===== src/rtl/video_timing_gen_win.sv =====
// Raster timing generator with a runtime-placed frame-buffer window on a background colour.
// Optional colour-bar test pattern is built when VTG_TEST_PATTERN_EN is defined.
module video_timing_gen_win #(
  parameter int unsigned H_ACTIVE = 1280,
  parameter int unsigned H_FP     = 110,
  parameter int unsigned H_SYNC   = 40,
  parameter int unsigned H_BP     = 220,
  parameter int unsigned V_ACTIVE = 720,
  parameter int unsigned V_FP     = 5,
  parameter int unsigned V_SYNC   = 5,
  parameter int unsigned V_BP     = 20,
  parameter logic        HS_POL   = 1'b1,
  parameter logic        VS_POL   = 1'b1,
  parameter int unsigned DATA_W   = 24,
  parameter int unsigned REQ_LEAD = 1,
  parameter int unsigned CNT_W    = 12
) (
  input  logic              clk,
  input  logic              rst,
  input  logic [CNT_W-1:0]  i_start_x,
  input  logic [CNT_W-1:0]  i_start_y,
  input  logic [CNT_W-1:0]  i_disp_h,
  input  logic [CNT_W-1:0]  i_disp_v,
  input  logic [DATA_W-1:0] i_bg_color,
`ifdef VTG_TEST_PATTERN_EN
  input  logic              i_pattern_sel,
`endif
  input  logic              i_video_can_read,
  input  logic [DATA_W-1:0] i_rgb,
  output logic              o_data_req,
  output logic              o_hs,
  output logic              o_vs,
  output logic              o_de,
  output logic [DATA_W-1:0] o_rgb,
  output logic              o_frame_start,
  output logic              o_underflow
);

  localparam int unsigned H_TOTAL = H_ACTIVE + H_FP + H_SYNC + H_BP;
  localparam int unsigned V_TOTAL = V_ACTIVE + V_FP + V_SYNC + V_BP;
  localparam int unsigned HS_BEG  = H_ACTIVE + H_FP;
  localparam int unsigned HS_END  = HS_BEG + H_SYNC;
  localparam int unsigned VS_BEG  = V_ACTIVE + V_FP;
  localparam int unsigned VS_END  = VS_BEG + V_SYNC;

  typedef struct packed {
    logic       hs;
    logic       vs;
    logic       de;
    logic       win;
    logic       fs;
    logic       tag;
`ifdef VTG_TEST_PATTERN_EN
    logic [2:0] bar;
`endif
  } tap_t;

  logic [CNT_W-1:0]  h_cnt, v_cnt, h_nxt_c;
  logic              h_last_c, v_last_c;
  logic [CNT_W-1:0]  sx, sy, dh, dv;
  logic [DATA_W-1:0] bg;
  logic [CNT_W:0]    x_end_c, y_end_c;
  logic              act_c, win_c, hs_c, vs_c, fs_c;
  tap_t              s0, head_c, tail_c;
  logic [DATA_W-1:0] pix_c;

  assign h_last_c = (h_cnt == CNT_W'(H_TOTAL - 1));
  assign v_last_c = (v_cnt == CNT_W'(V_TOTAL - 1));
  assign h_nxt_c  = h_last_c ? '0 : h_cnt + CNT_W'(1);

  // Raster position counters
  always_ff @(posedge clk or posedge rst) begin
    if (rst) begin
      h_cnt <= '0;
      v_cnt <= '0;
    end else begin
      h_cnt <= h_nxt_c;
      if (h_last_c) v_cnt <= v_last_c ? '0 : v_cnt + CNT_W'(1);
    end
  end

`ifdef VTG_TEST_PATTERN_EN
  logic pat;
`endif

  // Geometry shadows load on the edge that enters (0,0), so the new frame sees them whole
  always_ff @(posedge clk or posedge rst) begin
    if (rst) begin
      sx <= '0;
      sy <= '0;
      dh <= '0;
      dv <= '0;
      bg <= '0;
`ifdef VTG_TEST_PATTERN_EN
      pat <= 1'b0;
`endif
    end else if (h_last_c && v_last_c) begin
      sx <= i_start_x;
      sy <= i_start_y;
      dh <= i_disp_h;
      dv <= i_disp_v;
      bg <= i_bg_color;
`ifdef VTG_TEST_PATTERN_EN
      pat <= i_pattern_sel;
`endif
    end
  end

  assign x_end_c = {1'b0, sx} + {1'b0, dh};
  assign y_end_c = {1'b0, sy} + {1'b0, dv};
  assign act_c   = (h_cnt < CNT_W'(H_ACTIVE)) && (v_cnt < CNT_W'(V_ACTIVE));
  assign win_c   = act_c && (h_cnt >= sx) && ({1'b0, h_cnt} < x_end_c)
                         && (v_cnt >= sy) && ({1'b0, v_cnt} < y_end_c);
  assign hs_c    = (h_cnt >= CNT_W'(HS_BEG)) && (h_cnt < CNT_W'(HS_END));
  assign vs_c    = (v_cnt >= CNT_W'(VS_BEG)) && (v_cnt < CNT_W'(VS_END));
  assign fs_c    = (h_cnt == '0) && (v_cnt == '0);

`ifdef VTG_TEST_PATTERN_EN
  // Bar index tracked as quotient/remainder of (h-start_x)*8 over disp_h
  logic [3:0]       bar;
  logic [CNT_W-1:0] rem;
  logic [CNT_W:0]   sum_c;
  logic [CNT_W+3:0] sub_c;
  logic [3:0]       step_c;

  always_comb begin
    sum_c  = {1'b0, rem} + (CNT_W+1)'(8);
    sub_c  = '0;
    step_c = '0;
    for (int k = 1; k <= 8; k++) begin
      if ({3'b0, sum_c} >= (CNT_W+4)'(k) * {4'b0, dh}) begin
        step_c = 4'(k);
        sub_c  = (CNT_W+4)'(k) * {4'b0, dh};
      end
    end
  end

  always_ff @(posedge clk or posedge rst) begin
    if (rst) begin
      bar <= '0;
      rem <= '0;
    end else if (h_nxt_c <= sx) begin
      bar <= '0;
      rem <= '0;
    end else if (!bar[3] && (dh != '0)) begin
      bar <= bar + step_c;
      rem <= CNT_W'({3'b0, sum_c} - sub_c);
    end
  end
`endif

  // Request stage: o_data_req marks the cycle a pixel is asked of the frame buffer
  always_ff @(posedge clk or posedge rst) begin
    if (rst) begin
      s0         <= '0;
      o_data_req <= 1'b0;
    end else begin
      s0.hs  <= hs_c;
      s0.vs  <= vs_c;
      s0.de  <= act_c;
      s0.win <= win_c;
      s0.fs  <= fs_c;
      s0.tag <= 1'b0;
`ifdef VTG_TEST_PATTERN_EN
      s0.bar     <= bar[2:0];
      o_data_req <= win_c & ~pat;
`else
      o_data_req <= win_c;
`endif
    end
  end

  always_comb begin
    head_c     = s0;
    head_c.tag = o_data_req & ~i_video_can_read;
  end

  generate
    if (REQ_LEAD == 0) begin : g_no_dly
      assign tail_c = head_c;
    end else begin : g_dly
      tap_t dly [REQ_LEAD];
      always_ff @(posedge clk or posedge rst) begin
        if (rst) begin
          for (int i = 0; i < int'(REQ_LEAD); i++) dly[i] <= '0;
        end else begin
          dly[0] <= head_c;
          for (int i = 1; i < int'(REQ_LEAD); i++) dly[i] <= dly[i-1];
        end
      end
      assign tail_c = dly[REQ_LEAD-1];
    end
  endgenerate

`ifdef VTG_TEST_PATTERN_EN
  localparam int unsigned CH_W = DATA_W / 3;
  logic [2:0]        rgb3_c;
  logic [DATA_W-1:0] bar_rgb_c;

  always_comb begin
    rgb3_c = 3'b000;
    case (tail_c.bar)
      3'd0:    rgb3_c = 3'b111;
      3'd1:    rgb3_c = 3'b110;
      3'd2:    rgb3_c = 3'b011;
      3'd3:    rgb3_c = 3'b010;
      3'd4:    rgb3_c = 3'b101;
      3'd5:    rgb3_c = 3'b100;
      3'd6:    rgb3_c = 3'b001;
      default: rgb3_c = 3'b000;
    endcase
    bar_rgb_c = DATA_W'({{CH_W{rgb3_c[2]}}, {CH_W{rgb3_c[1]}}, {CH_W{rgb3_c[0]}}});
  end
`endif

  // Pixel source: frame buffer inside the window unless its read underflowed
  always_comb begin
    pix_c = '0;
    if (tail_c.de) begin
      pix_c = bg;
      if (tail_c.win && !tail_c.tag) pix_c = i_rgb;
`ifdef VTG_TEST_PATTERN_EN
      if (tail_c.win && pat) pix_c = bar_rgb_c;
`endif
    end
  end

  always_ff @(posedge clk or posedge rst) begin
    if (rst) begin
      o_hs          <= ~HS_POL;
      o_vs          <= ~VS_POL;
      o_de          <= 1'b0;
      o_rgb         <= '0;
      o_frame_start <= 1'b0;
      o_underflow   <= 1'b0;
    end else begin
      o_hs          <= tail_c.hs ? HS_POL : ~HS_POL;
      o_vs          <= tail_c.vs ? VS_POL : ~VS_POL;
      o_de          <= tail_c.de;
      o_rgb         <= pix_c;
      o_frame_start <= tail_c.fs;
      o_underflow   <= tail_c.fs ? tail_c.tag : (o_underflow | tail_c.tag);
    end
  end

endmodule


===== config.mk =====
export PLATFORM = sky130hd
export DESIGN_NAME = video_timing_gen_win
export DESIGN_NICKNAME = d
export VERILOG_FILES = /design/src/rtl/video_timing_gen_win.sv
export SDC_FILE = /design/constraint.sdc
export NUM_CORES = 1
export LEC_CHECK = 0
export ABC_AREA = 1
export CORE_AREA = 4 4 143 179
export DETAILED_ROUTE_END_ITERATION = 6
export DIE_AREA = 0 0 147 183
export SLEW_MARGIN = 20
export SYNTH_ARGS = -nofsm -noshare
export SYNTH_HDL_FRONTEND = slang
export SYNTH_SLANG_ARGS = --single-unit

===== constraint.sdc =====
create_clock -name clk -period 4.4 [get_ports clk]
set_input_delay 0.88 -clock clk [delete_from_list [all_inputs] [get_ports clk]]
set_output_delay 0.88 -clock clk [all_outputs]
set_load 0.01 [all_outputs]

==> run metrics <==
status=completed; GR Overflow Total=0; setup bufs post-CTS=0; ratio of cells with drive above 1 in the final layout=6.06%; cts repair resizes=0; CTS clk-pin slew, worst paths=roughly 60 ps; fin cells=between 1000 and 1500; setup ws final=between 1000 and 1500 ps; syn avg cell area=~8.2 µm²; global-route wire length before repair=30000 µm; sequential cell area fraction in the yosys report=between 40% and 50%; Hold Crit Class=register to register; Area growth syn-to-layout=28.2%; hold_sp=g_dly.dly[4]$_DFF_PP0_; starting density of the core=about a third; asr flop ratio synth=between 90% and 100%; Die X=147 µm; VDD IR max=about 240 µV; Slew Limit Fails=0; P_leak=between 4 and 5 nW; Cell Pwr Density=319 mW/mm²; Least-Margin Pin Slew=918 ps; Setup Skew=10.1 ps; critical path arrival=between 3000 and 4000 ps; CP Capture Type=register; critical path type=register to register; CTS buffer count=17; TritonRoute pass-1 iters=4; Worst slew margin=38.8%; TritonCTS clock tree=done; Hold Path Cell Cnt=0; Final Wtd Congestion=about 0.84; DIE AREA=approximately 0.027 mm²; IO Count=between 100 and 150; detailed placement HPWL=approximately 13000 µm; Fillers=approximately 2400; Post-Syn Nets=1126; Cell variety after synth=38; largest area contributor in the synthesized netlist=dfrtp_1; CTS H-tree depth=4; Synth top cells by count=nor2_1, dfrtp_1, nand2_1; Worst EP required=between 4000 and 5000 ps; worst r2r path cells=19; Post-synth EDFFs=0; most numerous cell in the Yosys netlist=nor2_1; Ant. Diodes=0; RR Startpoint=sy[0]$_DFFE_PP0P_; CTS root buffer=clkbuf_16; Core ar.=between 0.02 and 0.025 mm²; clk sinks=around 140; reg2reg end=head_c[2]$_DFF_PP0_; critical path buffer and inverter count=2; initial antenna violation count=0; min Tclk post-route=between 3000 and 4000 ps; I/O Buffers=128; Area contributors post-synth=dfrtp_1, nor2_1, ha_1; Synth Cell Area=between 0.007 and 0.008 mm²; clock latency on the worst-skew pair=around 420 ps; period utilization=approximately two thirds; fmax=about 0.33 GHz; Total GRT Usage=13.7%; routed length per instance=13.0 µm; CP top delay family=adder cells; CP max-delay cell=o21ai_0; Hold Path Sink=o_vs$_DFF_PP0_; TNS Setup=0 ps; CP max stage delay=480 ps; Post-DRT Antenna Nets=0; clk buf depth=2; DR vias/cell=about 4.5; # setup viols final=0; chip height=183 µm; Hold Buf Count CTS=0; ys flop type=dfrtp_1; drt total wl=between 15000 and 20000 µm; Yosys top cell area share=between 40% and 50%; FP Rows=63; crit-path max FO=4; Initial DRC Count=approximately 220; yosys warns=0; routed vias=~6300; RSZ-0062 raised after global routing=no; largest net degree at the start of global routing=137; cell mode on critical path=nor2_1; Max-Cap Viols=0; Placed Cells=between 1000 and 1500; Residual DRC=0; Final Hold Viols=0; vias in the first global route=just over 6000; pre-CTS setup slack=1400 ps; crit-path cells=ha_1 > inv_1 > fa_1 > o21ai_0 > inv_1 > nor2_1 > nor2_1 > nor2_1 > nor2_1 > xor2_1 > ha_1 > nand2_1 > nand2_1 > a21o_1 > nand4_1 > nand2_1 > nor2_1 > nand3_1 > nor2_1; Net count, final=roughly 1300; reg2reg setup slack=~1400 ps; flops & latches, synth=between 100 and 150; Synth Instances=about 950; Worst Setup Start Kind=register
==> metrics by stage <==
stage	hold WS [ps]	power (mW)	utilization (%)	instance area [µm²]
floorplan	331	1.58	-	7780
global placement	333	1.75	39.5	9360
detailed placement	336	1.75	39.5	9360
CTS	350	3.23	42.0	9970
global route	355	3.35	42.0	9970
finish	348	3.18	42.0	9970
==> final cells by class <==
cell class,instances,area (µm²),share of cell area [%]
clock buffer,18,439,4.41
clock inverter,14,163,1.63
inverter,108,412,4.13
multi-input combinational,681,3820,38.3
sequential,136,3400,34.1
tap,325,407,4.08
timing repair buffer,132,1320,13.3
==> power breakdown <==
group,switching (mW),leakage [nW],internal [mW]
Combinational,0.199,2.84,0.208
Clock,0.589,0.282,0.864
Sequential,0.0213,1.65,1.30
==> how the worst max path moves through the flow <==
stage / startpoint / end / cells after the start
floorplan: sy[0]$_DFFE_PP0P_ / head_c[2]$_DFF_PP0_ / 19
global placement: sy[0]$_DFFE_PP0P_ / head_c[2]$_DFF_PP0_ / 19
detailed placement: sy[0]$_DFFE_PP0P_ / head_c[2]$_DFF_PP0_ / 19
CTS: sy[0]$_DFFE_PP0P_ / head_c[2]$_DFF_PP0_ / 19
global route: sx[0]$_DFFE_PP0P_ / head_c[2]$_DFF_PP0_ / 18
finish: sy[0]$_DFFE_PP0P_ / head_c[2]$_DFF_PP0_ / 19
==> state kept, by name, summed over array words and instances (netlist names), 5 cells and up <==
register and count:
dv 12, o_rgb 24, head_c 5, h_cnt 12
v_cnt 12, g_dly.dly 6, sy 12, bg 24
sx 12, dh 12
==> worst register-to-register path, stage by stage (launching register included) <==
cell	delay [ps]
dfrtp_1	370
ha_1	190
inv_1	60
fa_1	400
o21ai_0	480
inv_1	80
nor2_1	100
nor2_1	70
nor2_1	80
nor2_1	50
xor2_1	140
ha_1	280
nand2_1	70
nand2_1	60
a21o_1	150
nand4_1	90
nand2_1	60
nor2_1	80
nand3_1	70
nor2_1	80
==> metal layers <==
metal,GRT usage (%),share of wire [%],vias to the layer above
met1,16.8,45,2884
met2,24.5,50,139
li1,-,-,3312
met5,0,0,-
met4,3.36,0.92,0
met3,2.84,4.3,14
==> cells in the final DEF, fill, tap and decap left out, drive strengths merged, types with 10 or more instances in the layout <==
| master | instances |
|---|---|
| nand2 | 108 |
| nor2 | 271 |
| inv | 113 |
| clkdlybuf4s50 | 128 |
| nor3 | 10 |
| clkbuf | 18 |
| ha | 77 |
| nand3 | 22 |
| a21oi | 67 |
| nand4 | 21 |
| dfrtp | 136 |
| o21ai | 52 |
| xor2 | 22 |
==> cell families after synthesis <==
logic type,after synthesis,synth area share [%]
flip-flops,136,43.8
AO/OA/AOI/OAI,135,10.1
buffers and inverters,131,7.13
adder cells (fa/ha/maj),79,12.9
XOR/XNOR,24,2.70
AND/OR/NAND/NOR,443,23.4
Note: power is estimated with default switching activity, not from simulation.
